## src/rtl/tx_qpsk_framer_pkg.sv

```systemverilog
// Shared types for the QPSK transmit framer.
// IQ sample bundle, framer states and sample width.
package tx_pkg;

  localparam int IQ_WIDTH = 12;

  typedef struct packed {
    logic signed [IQ_WIDTH-1:0] i;
    logic signed [IQ_WIDTH-1:0] q;
  } iq_sample_t;

  typedef enum logic [1:0] {
    IDLE,
    SYNC,
    PAYLOAD,
    GAP
  } tx_state_t;

endpackage

```

## src/rtl/tx_qpsk_framer_mapper.sv

```systemverilog
// QPSK sign mapper: dibit {b1,b0} -> {I,Q}, bit set = -AMP.
// Ports: dibit, zero (force I=Q=0), iq (mapped sample).
module qpsk_mapper
  import tx_pkg::*;
#(
  parameter logic signed [IQ_WIDTH-1:0] AMP = 12'sd1448
) (
  input  logic [1:0] dibit,
  input  logic       zero,
  output iq_sample_t iq
);

  localparam logic signed [IQ_WIDTH-1:0] NEG = -AMP;

  always_comb begin
    iq.i = dibit[1] ? NEG : AMP;
    iq.q = dibit[0] ? NEG : AMP;
    if (zero) iq = '0;
  end

endmodule

```

## src/rtl/tx_qpsk_framer.sv

```systemverilog
// Byte stream -> framed (sync, payload, gap) QPSK sample stream.
// Ports: clk, rst, in_valid/in_ready/in_data, out_valid/out_ready/out_data, underrun.
module tx_qpsk_framer
  import tx_pkg::*;
#(
  parameter int unsigned                SPS         = 4,
  parameter logic signed [IQ_WIDTH-1:0] AMP         = 12'sd1448,
  parameter logic [31:0]                SYNC_WORD   = 32'h1ACFFC1D,
  parameter int unsigned                SYNC_BITS   = 32,
  parameter int unsigned                PAYLOAD_LEN = 16,
  parameter int unsigned                GAP_SYMBOLS = 8,
  parameter logic [7:0]                 FILL_BYTE   = 8'h00
) (
  input  logic                    clk,
  input  logic                    rst,
  input  logic                    in_valid,
  output logic                    in_ready,
  input  logic [7:0]              in_data,
  output logic                    out_valid,
  input  logic                    out_ready,
  output logic [2*IQ_WIDTH-1:0]   out_data,
  output logic                    underrun
);

  localparam int CW = (SPS > 1) ? $clog2(SPS) : 1;
  localparam logic [CW-1:0] S_LAST = CW'(SPS - 1);
  localparam logic [15:0] SYNC_SYMS = 16'(SYNC_BITS / 2);
  localparam logic [15:0] B_LAST = 16'(PAYLOAD_LEN - 1);
  localparam logic [15:0] G_LAST = 16'(GAP_SYMBOLS);
  // Sync word left-justified so dibit k sits at [31:30] after a 2k shift.
  localparam logic [31:0] SYNC_AL = SYNC_WORD << (32 - SYNC_BITS);

  tx_state_t       state, st_n;
  logic [CW-1:0]   scnt, scnt_n;
  logic [15:0]     sym, sym_n;
  logic [15:0]     bcnt, bcnt_n;
  logic [1:0]      dcnt, dcnt_n;
  logic [7:0]      sh, sh_n;
  logic [7:0]      hold;
  logic            hold_full;
  logic [7:0]      fbyte;
  logic [1:0]      dibit;
  logic            zero, load, drain, under;
  logic            fire, bnd, accept;
  iq_sample_t      map_iq;

  function automatic logic [1:0] sync_dibit(input logic [15:0] k);
    logic [31:0] w;
    w = SYNC_AL << {k, 1'b0};
    return w[31:30];
  endfunction

  assign in_ready = out_valid & ~hold_full;
  assign accept   = in_valid & in_ready;
  assign fire     = out_valid & out_ready;
  assign bnd      = fire & (scnt == S_LAST);
  assign fbyte    = hold_full ? hold : FILL_BYTE;

  qpsk_mapper #(.AMP(AMP)) u_map (
    .dibit (dibit),
    .zero  (zero),
    .iq    (map_iq)
  );

  always_comb begin
    st_n   = state;
    scnt_n = scnt;
    sym_n  = sym;
    bcnt_n = bcnt;
    dcnt_n = dcnt;
    sh_n   = sh;
    dibit  = 2'b00;
    zero   = 1'b1;
    load   = 1'b0;
    drain  = 1'b0;
    under  = 1'b0;
    if (fire) scnt_n = (scnt == S_LAST) ? '0 : scnt + 1'b1;
    if (bnd) begin
      load = 1'b1;
      unique case (state)
        IDLE: begin
          if (hold_full) begin
            st_n  = SYNC;
            zero  = 1'b0;
            dibit = sync_dibit(16'd0);
            sym_n = 16'd1;
          end
        end
        SYNC: begin
          zero = 1'b0;
          if (sym == SYNC_SYMS) begin
            st_n   = PAYLOAD;
            dibit  = fbyte[7:6];
            sh_n   = {fbyte[5:0], 2'b00};
            dcnt_n = 2'd0;
            bcnt_n = 16'd0;
            drain  = hold_full;
            under  = ~hold_full;
          end else begin
            dibit = sync_dibit(sym);
            sym_n = sym + 16'd1;
          end
        end
        PAYLOAD: begin
          if (dcnt != 2'd3) begin
            zero   = 1'b0;
            dibit  = sh[7:6];
            sh_n   = {sh[5:0], 2'b00};
            dcnt_n = dcnt + 2'd1;
          end else if (bcnt == B_LAST) begin
            sym_n = 16'd1;
            st_n  = (GAP_SYMBOLS > 0) ? GAP : IDLE;
          end else begin
            zero   = 1'b0;
            dibit  = fbyte[7:6];
            sh_n   = {fbyte[5:0], 2'b00};
            dcnt_n = 2'd0;
            bcnt_n = bcnt + 16'd1;
            drain  = hold_full;
            under  = ~hold_full;
          end
        end
        GAP: begin
          if (sym == G_LAST) st_n = IDLE;
          else               sym_n = sym + 16'd1;
        end
        default: st_n = IDLE;
      endcase
    end
  end

  always_ff @(posedge clk) begin
    if (rst) begin
      state     <= IDLE;
      scnt      <= '0;
      sym       <= '0;
      bcnt      <= '0;
      dcnt      <= '0;
      sh        <= '0;
      hold      <= '0;
      hold_full <= 1'b0;
      out_valid <= 1'b0;
      out_data  <= '0;
      underrun  <= 1'b0;
    end else begin
      state     <= st_n;
      scnt      <= scnt_n;
      sym       <= sym_n;
      bcnt      <= bcnt_n;
      dcnt      <= dcnt_n;
      sh        <= sh_n;
      out_valid <= 1'b1;
      underrun  <= under;
      if (load) out_data <= map_iq;
      if (accept) hold <= in_data;
      hold_full <= accept | (hold_full & ~drain);
    end
  end

endmodule
```

## config.mk

```make
export PLATFORM = sky130hd
export DESIGN_NAME = tx_qpsk_framer
export DESIGN_NICKNAME = d
export VERILOG_FILES = /design/src/rtl/tx_qpsk_framer_pkg.sv /design/src/rtl/tx_qpsk_framer_mapper.sv /design/src/rtl/tx_qpsk_framer.sv
export SDC_FILE = /design/constraint.sdc
export NUM_CORES = 1
export LEC_CHECK = 0
export CORE_AREA = 2 2 120 122
export DETAILED_ROUTE_END_ITERATION = 12
export DIE_AREA = 0 0 122 124
export PLACE_DENSITY = 0.45
export SYNTH_ARGS = -nofsm -noshare
export SYNTH_HDL_FRONTEND = slang
export SYNTH_SLANG_ARGS = --single-unit
```

## constraint.sdc

```tcl
create_clock -name clk -period 5.7 [get_ports clk]
set_input_delay 0.855 -clock clk [delete_from_list [all_inputs] [get_ports clk]]
set_output_delay 0.855 -clock clk [all_outputs]
set_load 0.03 [all_outputs]
```

==> impl_metrics.toml <==
[cells_and_area]
final_util_pct = 29.5
drive_gt1_share_pct = 5.99
final_common_cell = "dfxtp_1"
layout_common_cells = "60 x dfxtp_1, 51 x a21oi_1, 32 x clkdlybuf4s50_1"
diodes = 0
final_nets = 451
n_fill_cell = 1485
area_growth_pct = 18.5

[global_route]
grt_pass1_vias = 2905
grtUsageTotal_pct = 11.7
grt_pass1_wl_mm = 14.0
grt_max_degree = 33
antenna_found_initial = 0
grt-ovfl-total = 0

[floorplan]
die_y_um = 124
die-area_mm2 = 0.0151
fp.dieW_um = 122
std_cell_rows = 43
initial_core_util_pct = 24.9
num_io_pins = 39
coreArea_mm2 = 0.0137

[route]
routed_via_density = 5.17
drtIter0Drc = 163
drt-total-wl_mm = 8.50
ant_nets = 0
first_pass_iters = 4
drcViolationCount = 0
wl_per_cell_um = 13.8
vias = 3173

[pwr]
peakVddDrop_mv = 0.107
cellLeakagePower_nw = 1.31
cellPowerDensity_mw_per_mm2 = 252

[sta]
fin_crit_sh_pct = 54.8
timing.fmax_mhz = 320
fin_skew_ns = 0.00355
fin_crit_ns = 3.12
maxSlewViolCount = 0
finalSetupViolations = 0
rsz0062_at_grt = "no"
setup_tns_ns = 0
hold_violations = 0
slew_headroom_pct = 38.9
worstMarginPinSlew_ns = 0.913

[clock_network]
clk_latency_ns = 0.33
post_cts_resized = 0
numCtsBuffers = 9
cts-root-buf = "clkbuf_16"
htreeDepth = 3
cts-hold-fix-buffers = 0
cts_buffer_depth = 2
cts_tree = "built"
post_cts_buffers = 0
cts.sinks = 60
clk_pin_slew_ns = 0.05

[critical_path]
path_cells = "clkdlybuf4s50_1 -> and3_1 -> nand2_1 -> a21o_1 -> or4b_2 -> a21oi_1"
end_kind = "register"
critPathLaunchType = "primary input"
crit_start = "out_ready"
critical_path_required_ns = 5.96
crit_path_top_delay_cell = "or4b_2"
worstSetupPathType = "primary input to register"
slowest_delay_ns = 0.74
arrival_ns = 3.38
critical_path_buf_inv_count = 1
cp_max_fo = 32
timing.rr.start = "sym[12]"
crit_family = "simple AND/OR/NAND/NOR gates"

[worst_hold_path]
hold_class = "register to register"
min_from = "hold[5]"

[synth]
synth_flop_cell = "dfxtp_1"
synth_edf_count = 0
synthTopCellsByArea = "dfxtp_1 35%, a21oi_1 7.5%, buf_4 4.2%, nand3_1 4.1%, o21ai_0 4.1%"
synth_cell_type_count = 56
postSynthCellCount = 424
synth-async-reset-ratio_pct = 0
ys_ff_latch = 60
synth_area_mm2 = 0.00341
syn_area_per_cell_um2 = 8.04
ys_warn_count = 0
synth_top_area_share_pct = 35.2
ys_seq_area_share_pct = 35.2
yosysTopAreaCell = "dfxtp_1"

[placed_design]
port-buffer-count = 32
hpwl_mm = 5.97
gp_congestion = 0.810

[outcome]
outcome = "completed"

[job]
drv_cap = 0
[final cells by class]
| type | instances | area [um2] | area share [%] |
|---|---|---|---|
| well taps | 180 | 225 | 5.57 |
| repair buffers | 34 | 335 | 8.30 |
| flip-flops and latches | 60 | 1200 | 29.7 |
| clock inverters | 4 | 47.5 | 1.18 |
| clock buffers | 12 | 256 | 6.35 |
| inverters | 9 | 33.8 | 0.836 |
| multi-input cells | 315 | 1940 | 48.0 |
[sequential cells by signal (all words and copies together) (netlist names)]
signal	flops
bcnt	16
sym	16
hold	8
sh	6
out_data	5
dcnt	2
scnt	2
state	2
hold_full	1
out_valid	1
underrun	1
[metal layers]
metal / GRT usage (%) / up-vias / part of all wire, %
li1: - / 1588 / -
met1: 15.5 / 1497 / 50
met2: 18.3 / 75 / 44
met3: 2.52 / 13 / 4.1
met4: 5.32 / 0 / 1.8
met5: 0 / - / 0
[final timing paths]
path         depth (start not counted)  slack, ns  endpoint
min                                  2       0.45   hold[5]
max reg2reg                          5       2.58   bcnt[4]
max                                  6       2.58    sym[1]
min reg2reg                          2       0.45   hold[5]
[cell usage after synthesis (all sizes together) (2+ instances only)]
cell type  number
dfxtp          60
a21oi          51
nand2          30
o21ai          30
nand3          28
buf            25
or3            23
clkbuf         20
nand4          15
or4            14
and3           12
nor2           11
nor3           11
ha             10
inv             9
o211ai          9
nor4            8
o31ai           6
a2111oi         5
and4            5
and2            4
a21o            3
nand2b          3
nor2b           3
a211oi          2
a221oi          2
a41o            2
mux2i           2
o2111ai         2
o21a            2
or4bb           2
[through the flow]
| step | hold WS [ns] | setup slack (ns) | instances | instance area (um2) | power, mW |
|---|---|---|---|---|---|
| final | 0.450 | 2.58 | 614 | 4040 | 1.02 |
| after global routing | 0.481 | 2.37 | 614 | 4040 | 1.05 |
| after CTS | 0.452 | 2.58 | 614 | 4040 | 1.03 |
| after detailed placement | 0.445 | 2.23 | 598 | 3740 | 0.475 |
| after global placement | 0.443 | 2.31 | 598 | 3740 | 0.475 |
| after floorplan | 0.432 | 3.30 | 429 | 3430 | 0.462 |
[tightest hold or removal path, cell delays in order, from the launching register on]
cell and delay [ns]:
dfxtp_1 0.30, nand2_1 0.05, a21oi_1 0.05
[cell families after synthesis]
kind of cell               Yosys count  synth area share (%)
and+or+nand+nor                    173                  28.9
AOI/OAI and AO/OA                  123                  22.7
DFF                                 60                  35.2
buffers and inverters               54                  8.40
adders and majority gates           10                  3.67
muxes                                3                 0.917
other                                1                 0.110
[power by group]
| part | internal (mW) | total, mW | switching [mW] |
|---|---|---|---|
| clock | 0.360 | 0.551 | 0.190 |
| combinational | 0.0136 | 0.0383 | 0.0247 |
| sequential | 0.424 | 0.428 | 0.00392 |
| total | 0.798 | 1.02 | 0.219 |
No activity file was read; power rests on OpenSTA's default activity.
==> RTL edit 1: new RTL, same settings <==
Set the parameter `SPS` to 8 (it was 4).
--- a/src/rtl/tx_qpsk_framer.sv
+++ b/src/rtl/tx_qpsk_framer.sv
@@ -3,7 +3,7 @@
 module tx_qpsk_framer
   import tx_pkg::*;
 #(
-  parameter int unsigned                SPS         = 4,
+  parameter int unsigned                SPS         = 8,
   parameter logic signed [IQ_WIDTH-1:0] AMP         = 12'sd1448,
   parameter logic [31:0]                SYNC_WORD   = 32'h1ACFFC1D,
   parameter int unsigned                SYNC_BITS   = 32,
Behaviour: not the same (Yosys sat finds a counterexample within 10 cycles, from zero or initial values and one cycle with rst high).
==> RTL edit 1 against the original RTL <==
- final area increased by 0.34%
- area after synthesis decreased by 0.77%
- worst setup slack gained 160 ps
- register-to-register slack better by 240 ps
- total power is 4.8% higher
- synthesized cell count fell by 2.1%
- via count decreased by 5.1%
- wire length shrank 2.5%
- clock skew up 7.0 ps
- sequential cell count up 1
- non-clock buffer count shrank 1
- highest routed layer unchanged
==> RTL edit 1: results (changes against the original RTL) <==
worst_setup_path:
  path_max_fanout: 10  # -69%
  r2r-start: "state[1]$_SDFFE_PP0P_"
  critPathCaptureType: "primary output"
  r2r_cells: 7  # +2
  cpPeakStageDelay_ps: 790  # +50 ps
  cp-startpoint: "out_valid$_DFF_P_"
  worstPathArrival_ps: 2110  # -1270 ps
  cp-endpoint: "in_ready"
  ff2ff_setup_slack_ps: 2820  # +240 ps
finish:
  seq_share_pct: 30.1  # +0.39 points
  fin_util_pct: 29.6  # +0.10 points
  nClkBuffers: 10  # -2
  buffers_excl_clock: 33  # -2.9%
  multi_input_comb_cells: 308  # -2.2%
  fin_nets: 448  # -0.67%
  nFillCells: 1451  # -2.3%
  buf_share_pct: 8.08  # -0.21 points
  finalNonFillerCells: 610  # -0.65%
timing:
  tightest_slew_ps: 972  # +59.4 ps
  fin_ws_ps: 2740  # +158 ps
placement:
  hpwlAfterDp_mm: 5.92  # -0.74%
  dp.cells: 594  # -0.67%
  gp_congestion: 0.769  # -5.0%
  pre_cts_slack_ps: 2580  # +349 ps
drt:
  drt-met1-wl_mm: 4.05  # -5.2%
  wl_met3_um: 229  # -35%
  wl_met2_mm: 3.94  # +5.8%
  viasPerCell: 4.94  # -4.5%
  drt_iter0_markers: 233  # +43%
  drt-total-wl_mm: 8.29  # -2.5%
power_and_ir_drop:
  peakVddDrop_v: 0.000118  # +10%
  internal_power_uw: 838  # +5.1%
synthesis:
  synth_commonest_cells: "dfxtp_1, nand2_1, a21oi_1"
  ys_top_cells_by_area: "dfxtp_1, a21oi_1, nand2_1, nand3_1, buf_4"
  synth-xor-area-share_pct: 0.259  # +0.26 points
  netlist_instances: 415  # -2.1%
  synth_cell_types: 54  # -3.6%
  synthAdderAreaFrac_pct: 4.07  # +0.40 points
outcome:
  status: "completed"
grt:
  use_met2_pct: 18.4  # +0.14 points
  use_met3_pct: 2.20  # -0.32 points
  met1_usage_pct: 15.5  # +0.021 points
  grt_pass1_vias: 2845  # -2.1%
worst_hold_path:
  hold_path_end: "hold[1]$_SDFFE_PP0P_"
  hp-start: "hold[1]$_SDFFE_PP0P_"
[RTL edit 1: cell types whose count changed in the layout (fill, tap and decap cells not counted), sizes merged, moves of 3 or more]
cell     before  now
nand2b        3    7
or4          14   20
o21ai        30   21
nand4        15    8
a21oi        51   44
o31ai         6    2
a2111oi       5    0
a31o          0    3
nand2        30   46
a311oi        0    6
nor3         11    5
inv           9   12
and3         12    8
or3          23   14
[RTL edit 1: kinds of logic after synthesis]
| group | count (synthesis) |
|---|---|
| muxes | 4 |
| buffers and inverters | 51 |
| xor gates and xnor gates | 1 |
| and+or+nand+nor | 178 |
| other | 1 |
| DFF | 61 |
| AOI/OAI and AO/OA | 108 |
| adders and majority gates | 11 |
[RTL edit 1: worst max-delay path, delay by kind of cell (launching register included)]
| family | cells | cell delay, ps |
|---|---|---|
| flops | 1 | 410 |
| simple gates | 1 | 570 |
| buf+inv | 1 | 790 |
==> RTL edit 2: new RTL, config.mk and constraints unchanged <==
Without the edit above. Compare `bcnt` against `B_LAST` with >= in place of ==.
--- a/src/rtl/tx_qpsk_framer.sv
+++ b/src/rtl/tx_qpsk_framer.sv
@@ -107,7 +107,7 @@
             dibit  = sh[7:6];
             sh_n   = {sh[5:0], 2'b00};
             dcnt_n = dcnt + 2'd1;
-          end else if (bcnt == B_LAST) begin
+          end else if (bcnt >= B_LAST) begin
             sym_n = 16'd1;
             st_n  = (GAP_SYMBOLS > 0) ? GAP : IDLE;
           end else begin
Check against the original RTL: same outputs for any inputs over 10 cycles, from zero or initial values and one cycle with rst high; that may be too few to reach the edited logic, so the function may still have changed.
==> RTL edit 2 against the original RTL <==
- sequential share of layout area grew 3.5 points
- register-to-register slack better by 370 ps
- via count decreased by 27%
- area after synthesis down 15%
- worst setup slack improved by 88 ps
- combinational power is 7.6% lower
- final cell count fell by 12%
- non-clock buffer count decreased by 1
- final area is 10% lower
- total power up 7.8%
- wire length shrank 26%
- sequential cell count did not move
==> RTL edit 2: results (changes against the original RTL) <==
timing:
  tightest_slew_ps: 1000  # +87.6 ps
  finalClockSkew_ps: 8.65  # +5.10 ps
synthesis:
  synth_commonest_cells: "dfxtp_1, nand2_1, nand3_1"
  synth_top_area_share_pct: 41.2  # +6.0 points
  synth_warnings: 0  # unchanged
  synth_cell_types: 51  # -8.9%
  ys_seq_area_share_pct: 41.2  # +6.0 points
  synthArstFlopShare_pct: 0  # unchanged
  ys_top_cells_by_area: "dfxtp_1, nand2_1, nand3_1, buf_4, ha_1"
placement:
  hpwlAfterDp_mm: 4.47  # -25%
  pre_cts_slack_ps: 2300  # +76.6 ps
  placed_area_um2: 3270  # -13%
  gp_congestion: 0.800  # -1.2%
  port_buffers: 32  # unchanged
worst_hold_path:
  hp-class: "register to register"
cts:
  clock_path_buffers: 2  # unchanged
  cts_made_buffers: 9  # unchanged
  cts-root-buf: "clkbuf_16"
  ctsHtreeMaxLevel: 3  # unchanged
  clk_latency_ps: 330  # about the same
  clk_pin_slew_ps: 50  # about the same
  cts_setup_buffers: 0  # unchanged
drt:
  viasPerCell: 4.31  # -17%
  drt_iter0_markers: 111  # -32%
  drcViolationCount: 0  # unchanged
  drt-total-wl_mm: 6.29  # -26%
  dr.pass1.iters: 4  # unchanged
worst_setup_path:
  cpPeakStageDelay_ps: 840  # +100 ps
  slowest_stage: "a211oi_1"
  worstPathArrival_ps: 3230  # -150 ps
  path_max_fanout: 8  # -75%
  crit_family: "compound AO/OA/AOI/OAI gates"
finish:
  fin_nets: 375  # -17%
  num_antenna_cells: 0  # unchanged
  top_regs: "bcnt: 16 flops, sym: 16 flops, hold: 8 flops"
  drive_above_1_share_pct: 7.54  # +1.6 points
power_and_ir_drop:
  power.leakage_nw: 1.31  # -0.20%
  peakVddDrop_v: 0.000163  # +53%
  p_sw_uw: 221  # +0.89%
grt:
  grt_usage_pct: 9.32  # -2.4 points
  grt_max_degree: 33  # unchanged
  antenna_found_initial: 0  # unchanged
  grt_pass1_wl_mm: 11.0  # -22%
  grt_pass1_vias: 2230  # -23%
outcome:
  status: "completed"
[RTL edit 2: cell count changes in the layout (fill, tap and decap cells not counted), sizes merged, moves of 9 or more]
cell	unedited run	this run
o21ai	30	7
nand2	30	39
xor2	0	14
nor2	11	28
a21oi	51	19
nand4	15	6
or3	23	1
[RTL edit 2: cells by family (layout without fill, tap and decap cells)]
| logic type | Yosys count | after routing | share of synthesized area (%) |
|---|---|---|---|
| AOI/OAI and AO/OA | 52 | 52 | 12.8 |
| xor gates and xnor gates | 14 | 14 | 4.21 |
| adders and majority gates | 10 | 10 | 4.29 |
| buffers and inverters | 42 | 56 | 8.37 |
| DFF | 60 | 60 | 41.2 |
| muxes | 3 | 3 | 1.07 |
| other | 1 | 6 | 0.129 |
| and+or+nand+nor | 157 | 157 | 27.9 |
[RTL edit 2: final timing paths]
check	start	to	slack, ps	cells past startpoint
worst max-delay path	out_ready	sym[13]$_SDFFE_PP0P_	2670	7
worst min-delay path	bcnt[10]$_SDFFE_PP0P_	bcnt[10]$_SDFFE_PP0P_	450	1
worst max register to register	sym[11]$_SDFFE_PP0P_	sh[6]$_SDFFE_PP0P_	2950	6
worst min register to register	bcnt[10]$_SDFFE_PP0P_	bcnt[10]$_SDFFE_PP0P_	450	1
[RTL edit 2: worst register-to-register path: stages, from the launching register on]
cell and delay [ps]:
dfxtp_1 340, or4_4 570, or4_4 620, o21ai_4 200, nor3b_4 560, nor2_1 120
a311oi_2 240
[RTL edit 2: routing by layer]
metal  share of wire [%]  vias to the layer above  track usage [%]
met1                  49                     1085             11.6
met2                  47                       28             14.9
li1                    -                     1194                -
met5                   0                        -                0
met4                 1.8                        0             4.02
met3                 3.0                       10             2.79
[RTL edit 2: final cells by class]
cell class                      count  area, um2
Multi-Input combinational cell    242       1490
Clock buffer                       10        239
Fill cell                        1461      10100
Tap cell                          180        225
Clock inverter                      6        111
Timing Repair Buffer               33        328
Inverter                            7       26.3
Sequential cell                    60       1200
[RTL edit 2: power by group through the flow]
stage / Clock [mW] / Combinational, mW / Sequential (mW)
final: 0.632 / 0.0354 / 0.428
after global routing: 0.669 / 0.0397 / 0.429
after CTS: 0.654 / 0.0362 / 0.428
after detailed placement: 0 / 0.0362 / 0.437
after global placement: 0 / 0.0356 / 0.437
after floorplan: 0 / 0.0254 / 0.436
[RTL edit 2: metrics by stage]
stage          power [mW]  hold slack, ps  instances  utilization, %
3_3_place_gp        0.473             433        522            23.8
3_5_place_dp        0.473             436        522            23.8
6_report             1.10             451        538            26.4
5_1_grt              1.14             477        538            26.4
2_1_floorplan       0.461             420        344               -
4_1_cts              1.12             453        538            26.4
